### config.mk
export PLATFORM = sky130hd
export DESIGN_NAME = reset_sequencer
export DESIGN_NICKNAME = d
export VERILOG_FILES = /design/src/rtl/reset_sequencer.sv
export SDC_FILE = /design/constraint.sdc
export NUM_CORES = 1
export LEC_CHECK = 0
export ABC_CLOCK_PERIOD_IN_PS = 3000
export CAP_MARGIN = 20
export CELL_PAD_IN_SITES_DETAIL_PLACEMENT = 0
export CELL_PAD_IN_SITES_GLOBAL_PLACEMENT = 2
export CORE_ASPECT_RATIO = 0.75
export CORE_MARGIN = 2
export CORE_UTILIZATION = 27
export DETAILED_ROUTE_END_ITERATION = 6
export PLACE_DENSITY_LB_ADDON = 0.1
export SYNTH_ARGS = -nofsm -noshare
export SYNTH_HDL_FRONTEND = slang
export SYNTH_SLANG_ARGS = --single-unit
### constraint.sdc
create_clock -name sysclk -period 3 [get_ports sysclk]
set_input_delay 0.45 -clock sysclk [delete_from_list [all_inputs] [get_ports sysclk]]
set_output_delay 0.45 -clock sysclk [all_outputs]
set_load 0.02 [all_outputs]
### src/rtl/reset_sequencer.sv
// reset_sequencer: staged reset/bring-up sequencer for the pipelined MIPS system.
// Releases NUM_DOMAINS reset domains one at a time. Each domain must acknowledge
// before the next one is released. A missing ack trips a sticky timeout error.
// Software can re-run the sequence from RUN or ERROR. A saturating counter
// measures time spent in RUN.
module reset_sequencer #(
  parameter int NUM_DOMAINS = 4,
  parameter int HOLD_CYCLES = 10,
  parameter int STAGE_GAP   = 2,
  parameter int ACK_TIMEOUT = 64,
  parameter int CYC_W       = 32,
  localparam int DOM_W      = (NUM_DOMAINS > 1) ? $clog2(NUM_DOMAINS) : 1
) (
  input  logic                   sysclk,
  input  logic                   reset,
  input  logic                   soft_reset_req,
  input  logic [NUM_DOMAINS-1:0] domain_ack,
  output logic [NUM_DOMAINS-1:0] domain_rst,
  output logic                   all_ready,
  output logic                   timeout_err,
  output logic [DOM_W-1:0]       err_domain,
  output logic [2:0]             seq_state,
  output logic [CYC_W-1:0]       cycle_count
);

  // The one shared counter must reach the longest of the three intervals it times.
  localparam int CNT_MAX_A = (HOLD_CYCLES > STAGE_GAP) ? HOLD_CYCLES : STAGE_GAP;
  localparam int CNT_MAX_B = (CNT_MAX_A > ACK_TIMEOUT) ? CNT_MAX_A : ACK_TIMEOUT;
  localparam int CNT_MAX   = (CNT_MAX_B > 1) ? CNT_MAX_B : 1;
  localparam int CNT_W     = $clog2(CNT_MAX + 1);

  localparam logic [CNT_W-1:0] HOLD_LAST  = CNT_W'(HOLD_CYCLES - 1);
  localparam logic [CNT_W-1:0] GAP_LAST   = CNT_W'(STAGE_GAP - 1);
  localparam logic [CNT_W-1:0] TOUT_LAST  = CNT_W'(ACK_TIMEOUT - 1);
  localparam logic [DOM_W-1:0] LAST_STAGE = DOM_W'(NUM_DOMAINS - 1);

  typedef enum logic [2:0] {
    S_HOLD     = 3'd0,
    S_WAIT_ACK = 3'd1,
    S_GAP      = 3'd2,
    S_RUN      = 3'd3,
    S_ERROR    = 3'd4
  } state_t;

  state_t                 r_state;
  logic [CNT_W-1:0]       r_cnt;
  logic [DOM_W-1:0]       r_stage;
  logic [NUM_DOMAINS-1:0] r_domainRst;
  logic                   r_allReady;
  logic                   r_timeoutErr;
  logic [DOM_W-1:0]       r_errDomain;
  logic [CYC_W-1:0]       r_cycleCount;

  state_t                 w_stateNext;
  logic [CNT_W-1:0]       w_cntNext;
  logic [DOM_W-1:0]       w_stageNext;
  logic [NUM_DOMAINS-1:0] w_domainRstNext;
  logic                   w_allReadyNext;
  logic                   w_timeoutErrNext;
  logic [DOM_W-1:0]       w_errDomainNext;
  logic [CYC_W-1:0]       w_cycleCountNext;

  logic [NUM_DOMAINS-1:0] w_stageMask;
  logic [NUM_DOMAINS-1:0] w_nextStageMask;
  logic                   w_ackCur;
  logic                   w_restart;

  // Select the ack of the domain being waited on. Acks from other domains are ignored.
  always_comb begin
    w_stageMask     = NUM_DOMAINS'(1) << r_stage;
    w_nextStageMask = NUM_DOMAINS'(1) << (r_stage + DOM_W'(1));
    w_ackCur        = |(domain_ack & w_stageMask);
    w_restart       = soft_reset_req && ((r_state == S_RUN) || (r_state == S_ERROR));
  end

  // Compute the next state and the next value of every registered output.
  // A soft reset and an illegal encoding both restart the sequence from HOLD.
  always_comb begin
    w_stateNext      = r_state;
    w_cntNext        = r_cnt;
    w_stageNext      = r_stage;
    w_domainRstNext  = r_domainRst;
    w_allReadyNext   = r_allReady;
    w_timeoutErrNext = r_timeoutErr;
    w_errDomainNext  = r_errDomain;
    w_cycleCountNext = r_cycleCount;

    case (r_state)
      S_HOLD: begin
        if (r_cnt == HOLD_LAST) begin
          w_domainRstNext = r_domainRst & ~w_stageMask;
          w_cntNext       = '0;
          w_stateNext     = S_WAIT_ACK;
        end else begin
          w_cntNext = r_cnt + CNT_W'(1);
        end
      end
      S_WAIT_ACK: begin
        if (w_ackCur) begin
          if (r_stage == LAST_STAGE) begin
            w_stateNext    = S_RUN;
            w_allReadyNext = 1'b1;
          end else begin
            w_stateNext = S_GAP;
            w_cntNext   = '0;
          end
        end else if ((ACK_TIMEOUT != 0) && (r_cnt == TOUT_LAST)) begin
          w_stateNext      = S_ERROR;
          w_timeoutErrNext = 1'b1;
          w_errDomainNext  = r_stage;
          w_domainRstNext  = '1;
        end else begin
          w_cntNext = r_cnt + CNT_W'(1);
        end
      end
      S_GAP: begin
        if (r_cnt == GAP_LAST) begin
          w_stageNext     = r_stage + DOM_W'(1);
          w_domainRstNext = r_domainRst & ~w_nextStageMask;
          w_cntNext       = '0;
          w_stateNext     = S_WAIT_ACK;
        end else begin
          w_cntNext = r_cnt + CNT_W'(1);
        end
      end
      S_RUN: begin
        if (r_cycleCount != '1) begin
          w_cycleCountNext = r_cycleCount + CYC_W'(1);
        end
      end
      S_ERROR: begin
        w_domainRstNext = '1;
        w_allReadyNext  = 1'b0;
      end
      default: begin
        w_stateNext = S_HOLD;
      end
    endcase

    if (w_restart || (r_state > S_ERROR)) begin
      w_stateNext      = S_HOLD;
      w_cntNext        = '0;
      w_stageNext      = '0;
      w_domainRstNext  = '1;
      w_allReadyNext   = 1'b0;
      w_timeoutErrNext = 1'b0;
      w_errDomainNext  = '0;
      w_cycleCountNext = '0;
    end
  end

  // Register the state and all outputs. Global reset overrides everything.
  always_ff @(posedge sysclk) begin
    if (reset) begin
      r_state      <= S_HOLD;
      r_cnt        <= '0;
      r_stage      <= '0;
      r_domainRst  <= '1;
      r_allReady   <= 1'b0;
      r_timeoutErr <= 1'b0;
      r_errDomain  <= '0;
      r_cycleCount <= '0;
    end else begin
      r_state      <= w_stateNext;
      r_cnt        <= w_cntNext;
      r_stage      <= w_stageNext;
      r_domainRst  <= w_domainRstNext;
      r_allReady   <= w_allReadyNext;
      r_timeoutErr <= w_timeoutErrNext;
      r_errDomain  <= w_errDomainNext;
      r_cycleCount <= w_cycleCountNext;
    end
  end

  assign domain_rst  = r_domainRst;
  assign all_ready   = r_allReady;
  assign timeout_err = r_timeoutErr;
  assign err_domain  = r_errDomain;
  assign seq_state   = r_state;
  assign cycle_count = r_cycleCount;

endmodule

* After elaboration in Yosys (flattened, before gate mapping)
Index checks and enable logic that the tools add are counted.
** Cells by class
- Reduce and logical (&&, ||, !) cells :: 17
- $add $sub $neg :: 3
- Shift operators :: 2
- Order comparisons :: 1
- Bitwise gates (word level) :: 7
- Multiplexer cells :: 20
- Eq/ne operators :: 18
** Operators with widths (count)
- 7-bit 2-to-1 mux :: 5
- 32-bit by 1-bit adder with 32-bit output (second input constant) :: 1
- 32-bit != test (second input constant) :: 1
- 7-bit case mux with 3 select lines :: 1
- 4-bit 2-to-1 mux :: 4
- 4-bit case mux with 4 select lines :: 1
- 4-bit AND :: 3
- 3-bit 2-to-1 mux :: 4
- 2-bit != test (second input constant) :: 6
- 3-bit case mux with 4 select lines :: 1
- 3-bit != test (second input constant) :: 3
- 3-bit AND reduction :: 3
- 4-bit NOT :: 2
- 1-bit by 2-bit left shift with 4-bit output (first input constant) :: 2
- 7-bit by 1-bit adder with 7-bit output (second input constant) :: 1
- 7-bit by 1-bit == test with 1-bit output (second input constant) :: 1
- 7-bit by 4-bit == test with 1-bit output (second input constant) :: 1
- 7-bit by 6-bit == test with 1-bit output (second input constant) :: 1
- 3-bit by 2-bit == test with 1-bit output (second input constant) :: 2
- 5-bit AND reduction :: 1
- 2-bit AND reduction :: 2
- 4-bit AND reduction :: 1
- 4-bit nonzero test :: 1
- 2-bit OR reduction :: 2
- 14 further kinds :: 18
** Storage, ports and cells
- Register bits :: 52
- Input port bits :: 7
- Word-level logic and storage cells :: 76
- Output and inout port bits :: 43

* Longest topological paths before layout
- Depth after elaboration :: 6
- Depth in mapped cells :: 9

* Least setup slack after synthesis
OpenSTA, ideal clock, no wires.
- Path kind :: register to register
- Start :: register r_stage[0]
- End :: register r_cnt[3]
- Path buffers :: 1
- Cell stages (with the launch flop) :: 10
- Arrival :: 1977 ps
- Clock period less this slack :: 2068 ps
- Path slack :: 932 ps
- Setup time :: 91 ps
- Path through :: dfxtp_1 -> inv_1 -> ha_1 -> a22oi_2 -> a21boi_1 -> a2111oi_2 -> or2_1 -> buf_2 -> a31oi_1 -> a311oi_1
** On the way
- Word-level cells in the longest chain between the ends :: 5
- Elaborated cells on any way between the ends :: 9
- Those cells by class :: eq/ne (3); shift (1); mux (2); bitwise (1); reduce/logical (2)
** Ends and longest elaborated chain
- start, declared :: line 47 : logic [DOM_W-1:0] r_stage;
- start signal, assigned :: line 166 : r_stage <= w_stageNext;
- 1-bit by 2-bit left shift with 4-bit output :: line 70 : w_stageMask = NUM_DOMAINS'(1) << r_stage;
- 4-bit AND :: line 72 : w_ackCur = |(domain_ack & w_stageMask);
- 4-bit OR reduction :: line 72
- 3-bit != test (no line) or 7-bit 2-to-1 mux (tied branches)
- 3-bit AND reduction (no line) or 7-bit case mux with 3 select lines (tied branches)
- end signal, assigned :: line 165 : r_cnt <= w_cntNext;
- end, declared :: line 46 : logic [CNT_W-1:0] r_cnt;
Parallel ways exist; a longest one is shown, timed or not.
A chain may end at the register's enable or synchronous reset.

* Worst setup path in the final report
Same ends and word-level chain as after synthesis.

==> summary.txt <==
Clock tree
  • H-tree lvl count: 2
  • CTS clk-pin slew, worst paths: approximately 0.07 ns
  • Worst-Skew Late Latency: between 0.2 and 0.3 ns
  • TritonCTS clock tree: built
  • Post-CTS Setup Bufs: 0
  • CTS Sinks: between 50 and 60
  • CTS buffer count: 5
  • Clock buffer depth: 2
  • CTS hold repair buffers: 0
  • Number of gates resized after CTS: 0
  • Root Buffer Master: clkbuf_16

Critical path
  • WP data required: roughly 3.2 ns
  • Startpoint class of the critical path: flop
  • Worst R2R End: r_cnt[3]$_SDFFE_PP0P_
  • WS Path Type: flop to flop
  • CP Capture Type: flop
  • Max stage delay on crit path: 0.43 ns
  • CP Capture Point: r_cnt[3]$_SDFFE_PP0P_
  • CP startpoint: r_stage[0]$_SDFFE_PP0P_
  • CP max stage cell: dfxtp_1
  • CP max FO: 7
  • R2R setup slack: approximately 0.64 ns
  • Arr. time, crit path: 2.57 ns
  • Cell Chain, Critical Path: inv_1 > ha_1 > a22oi_2 > a21boi_1 > a2111oi_2 > or2_1 > a31oi_1 > a311oi_1
  • Worst r2r src: r_stage[0]$_SDFFE_PP0P_
  • Worst reg2reg path depth: 8

Power and ir drop
  • PwrDens: approximately 370 mW/mm2
  • Final total power: 1.35 mW
  • P_leak: approximately 1.3 nW
  • Max VDD drop: around 0.00017 V

Route
  • DRC violations left: 0
  • DRT iter0 DRCs: ~120
  • Total wire length: 7510 um
  • DR vias/cell: roughly 4.8
  • Post-DR wirelength/cell: ~15 um
  • Final ANT Viol Nets: 0
  • DR vias: about 2,400
  • Drt first pass iters: 4

Floorplanning
  • Chip Width: between 100 and 150 um
  • Die Ht: 92.8 um
  • Initial Utilization: ~28%
  • Die area: approximately 0.011 mm2
  • Placeable Area: between 0.01 and 0.015 mm2
  • Num ports: 50
  • Rows: 32

Synth
  • Syn_area_per_cell: 8.63 um2
  • Commonest cells post-synth: dfxtp_1, nor2_1, a21oi_1
  • Ys Warns: 0
  • Async S/R FF share, synth: 0%
  • Main synth FF type: dfxtp_1
  • Seq cells post-synth: 52
  • Synth Cell Area: ~0.0028 mm2
  • Synth top area share: between 30% and 40%
  • Count of different cell masters after synthesis: 62
  • Post-synth EDFFs: 0
  • Synth Net Count: between 300 and 400
  • Mapped Cells: 329
  • Most numerous cell in the Yosys netlist: dfxtp_1
  • Seq/Total Area, Yosys: 36.7%
  • Synth area leader: dfxtp_1
  • Largest cells by area after synthesis: dfxtp_1, nor2_1, xor2_1

Cells and area
  • P&R area growth vs syn: 27.8%
  • Diode count: 0
  • Layout cells sized above 1: 9.52%
  • Nets: slightly below 400
  • Design area: approximately 0.0036 mm2
  • Final core occ: ~35%

Placement
  • Port buffer count: 49
  • Placed cell area: ~0.0035 mm2
  • Detailed Place HPWL: 5490 um
  • Routability congestion estimate: 0.789

GRT
  • Largest net degree at the start of global routing: 26
  • Total Routing Usage GR: approximately 14%
  • Vias in the first global route: 2,286
  • Initial antenna violation count: 0
  • Remaining Overflow, GRT: 0
  • First-pass GRT wire length: between 10,000 and 15,000 um

Timing
  • Slew HR: between 50% and 60%
  • Final Max Tran Viols: 0
  • Final hold vios: 0
  • Worst Max-Slew Pin Slew: between 0.7 and 0.8 ns
  • Final setup viols: 0
  • Layout Skew: approximately 0.0045 ns
  • RSZ-0062 raised after global routing: false
  • Peak Freq: ~420 MHz
  • Total Negative Setup Slacks: 0 ns
  • Final period utilization: between 70% and 80%
  • Tmin final: 2.36 ns

Outcome
  • Status: finished, final reports clean

Min path
  • Tightest Hold Check Type: flop to flop

Job
  • Max-cap violation count: 0
==> layer usage <==
layer,global-route usage (%),wire length [um],share of wire [%],vias to the layer above
met4,3.74,80,1.1,0
met1,22.5,4360,58,1122
li1,-,-,-,1264
met2,18.0,2750,37,51
met3,3.08,325,4.3,8
met5,0,0,0,-
==> final cells by class <==
type,count,area (um2)
inverters,8,30.0
repair buffers,55,536
fillers,1092,6620
clock inverters,2,10.0
flip-flops and latches,52,1040
clock buffers,6,139
well taps,136,170
multi-input cells,255,1700
==> how the worst min path moves through the flow <==
stage / startpoint / end / slack, ns / depth (start not counted)
after CTS: timeout_err$_SDFFE_PP0P_ / timeout_err$_SDFFE_PP0P_ / 0.46 / 2
after global routing: timeout_err$_SDFFE_PP0P_ / timeout_err$_SDFFE_PP0P_ / 0.48 / 2
after detailed placement: timeout_err$_SDFFE_PP0P_ / timeout_err$_SDFFE_PP0P_ / 0.44 / 2
after global placement: timeout_err$_SDFFE_PP0P_ / timeout_err$_SDFFE_PP0P_ / 0.44 / 2
after floorplan: r_cnt[5]$_SDFFE_PP0P_ / r_cnt[5]$_SDFFE_PP0P_ / 0.49 / 1
final: timeout_err$_SDFFE_PP0P_ / timeout_err$_SDFFE_PP0P_ / 0.46 / 2
==> layout by cell type, fill, tap and decap left out, types with 5 or more instances in the layout <==
master | netlist | routed
dfxtp_1 | 52 | 52
nor2_1 | 49 | 49
clkdlybuf4s50_1 | 0 | 49
a21oi_1 | 22 | 22
nand2_1 | 18 | 18
nand3_1 | 15 | 15
xor2_1 | 15 | 15
o21ai_0 | 14 | 14
xnor2_1 | 13 | 13
and3_1 | 9 | 9
ha_1 | 9 | 9
inv_1 | 8 | 8
nor3_1 | 7 | 7
nand4_1 | 7 | 7
mux2i_1 | 6 | 6
or3_1 | 6 | 6
buf_4 | 2 | 6
clkbuf_16 | 0 | 5
==> metrics by stage <==
stage | hold WS, ns | cells | setup WS (ns)
after floorplan | 0.488 | 329 | 0.932
after global placement | 0.441 | 506 | 0.611
after detailed placement | 0.441 | 506 | 0.539
after CTS | 0.458 | 514 | 0.612
after global routing | 0.481 | 514 | 0.348
final | 0.460 | 514 | 0.640
==> sequential cells by signal, indices dropped and copies added, names as in the netlist <==
signal	count
domain_rst	4
cycle_count	32
r_stage	2
all_ready	1
r_cnt	7
seq_state	3
err_domain	2
timeout_err	1
==> report_power, final <==
part / total, mW / switching [mW] / internal, mW
clock network: 0.596 / 0.266 / 0.330
registers: 0.698 / 0.00419 / 0.693
logic: 0.0518 / 0.0295 / 0.0223
total: 1.35 / 0.300 / 1.05
==> logic make-up after synthesis <==
logic type	Yosys count	synth area share [%]
buffers and inverters	22	3.35
DFF	52	36.7
adders and majority gates	9	3.97
AOI/OAI and AO/OA	64	14.7
and+or+nand+nor	147	30.1
muxes	7	2.51
xor gates and xnor gates	28	8.64
==> worst max-delay path: cells and delay by family, from the launching register on <==
family | cells | cell delay [ns]
AOI/OAI and AO/OA | 5 | 1.14
adders and majority gates | 1 | 0.25
buffers and inverters | 1 | 0.13
DFF | 1 | 0.43
and+or+nand+nor | 1 | 0.31
Note: power is estimated with default switching activity, not from simulation.
==> RTL edit: new RTL, config.mk and constraints unchanged <==
The parameter `STAGE_GAP` goes from 2 to 4.
--- a/src/rtl/reset_sequencer.sv
+++ b/src/rtl/reset_sequencer.sv
@@ -7,5 +7,5 @@
   parameter int NUM_DOMAINS = 4,
   parameter int HOLD_CYCLES = 10,
-  parameter int STAGE_GAP   = 2,
+  parameter int STAGE_GAP   = 4,
   parameter int ACK_TIMEOUT = 64,
   parameter int CYC_W       = 32,
Function: no difference found for any inputs over 10 cycles, from zero or initial values; that may be too few to reach the edited logic, so the function may still have changed.
==> RTL edit against the original RTL <==
Power decreased by 1.1%; routed wire length decreased by 6.9%; global-route usage decreased by 0.25 points; design area decreased by 4.6%; utilization increased by 0.46 points; worst setup slack improved by 0.0011 ns; synthesized area decreased by 5.6%; via count decreased by 3.9%; sequential cell count unchanged; largest cell class unchanged.
==> RTL edit: results (changes against the original RTL) <==
* Clock Skew at 0.00616 ns (+0.00164 ns)
* CP Launch Point: cycle_count[1]$_SDFFE_PP0P_
* Hold_ws at 0.444 ns (-0.0168 ns)
* Worst R2R Path Depth at 7 (-1)
* Area contributors post-synth: dfxtp_1 (39%), nor2_1 (6.2%), xnor2_1 (4.6%)
* Met2 Use GR at 19.1% (+1.1 points)
* Worst path max stage delay at 0.59 ns (+0.16 ns)
* Final Instance Count excl. Fillers at 502 (-2.3%)
* M3 GR Usage at 3.54% (+0.46 points)
* Layout cell share with drive strength beyond 1 at 6.22% (-3.3 points)
* Via/cell ratio at 4.68 (-1.6%)
* Synth cell count leaders: dfxtp_1 (52), nor2_1 (44), nand2_1 (21)
* Arr. time, crit path at 2.53 ns (-0.04 ns)
* Slowest CP cell: or4_4
* Avg WL per Cell at 13.9 um (-4.7%)
* DP Worst Slack at 0.657 ns (+0.118 ns)
* Min Tclk post-route at 2.36 ns (-0.00107 ns)
* Nets@finish at 385 (-2.0%)
* Critical path endpoint: cycle_count[6]$_SDFFE_PP0P_
* All-layer global routing usage at 13.8% (-0.25 points)
* Antenna violations before repair at 0 (unchanged)
* WL met2 at 2.65 mm (-3.5%)
* RePlAce Congestion at 0.719 (-8.8%)
* GRT met1 Usage at 20.9% (-1.6 points)
* PwrDens at 384 nW/um^2 (+3.6%)
* Minimum setup slack among reg-to-reg paths at 0.64 ns (about the same)
* Leak at 1.21 nW (-5.1%)
* Largest net degree at the start of global routing at 40 (+54%)
* Register area share after synthesis at 38.8% (+2.2 points)
* Detailed Place HPWL at 4.99 mm (-9.2%)
* Syn nets at 336 (-2.6%)
* Synthesized area per cell at 8.38 sq um (-2.9%)
* Crit path max-delay family: simple AND/OR/NAND/NOR gates
* Wl on met1 at 4.05 mm (-7.1%)
* Status: finished clean
* Dpl cell area at 3320 sq um (-4.7%)
* Synth cell types at 50 (-19%)
* Iter 0 DRT Violations at 75 (-35%)
RTL edit: cell count changes in the layout (fill, tap and decap cells not counted), sizes merged, moves of 4 or more:
cell	unedited run	this run
o21ai	15	20
and3	9	5
nor3	8	12
a21oi	22	16
nand4	9	13
nor2	49	44
xor2	15	10
a21o	1	10
inv	8	13
RTL edit: kinds of logic (layout without fill, tap and decap cells):
family,count (synthesis),in the layout,share of synthesized area [%]
buffers and inverters,24,74,3.78
DFF,52,52,38.8
AOI/OAI and AO/OA,69,69,17.4
xor gates and xnor gates,24,24,7.84
muxes,6,6,2.24
and+or+nand+nor,136,136,25.7
adders and majority gates,9,9,4.20
RTL edit: cell type report:
type	count	area, sq um
multi-input cells	244	1540
fillers	1027	6190
clock buffers	8	146
repair buffers	53	520
flip-flops and latches	52	1040
inverters	13	48.8
well taps	132	165
RTL edit: where the power goes:
part | switching (mW) | internal, mW | total [mW]
Clock | 0.258 | 0.334 | 0.592
Combinational | 0.0245 | 0.0169 | 0.0414
Sequential | 0.00369 | 0.694 | 0.697
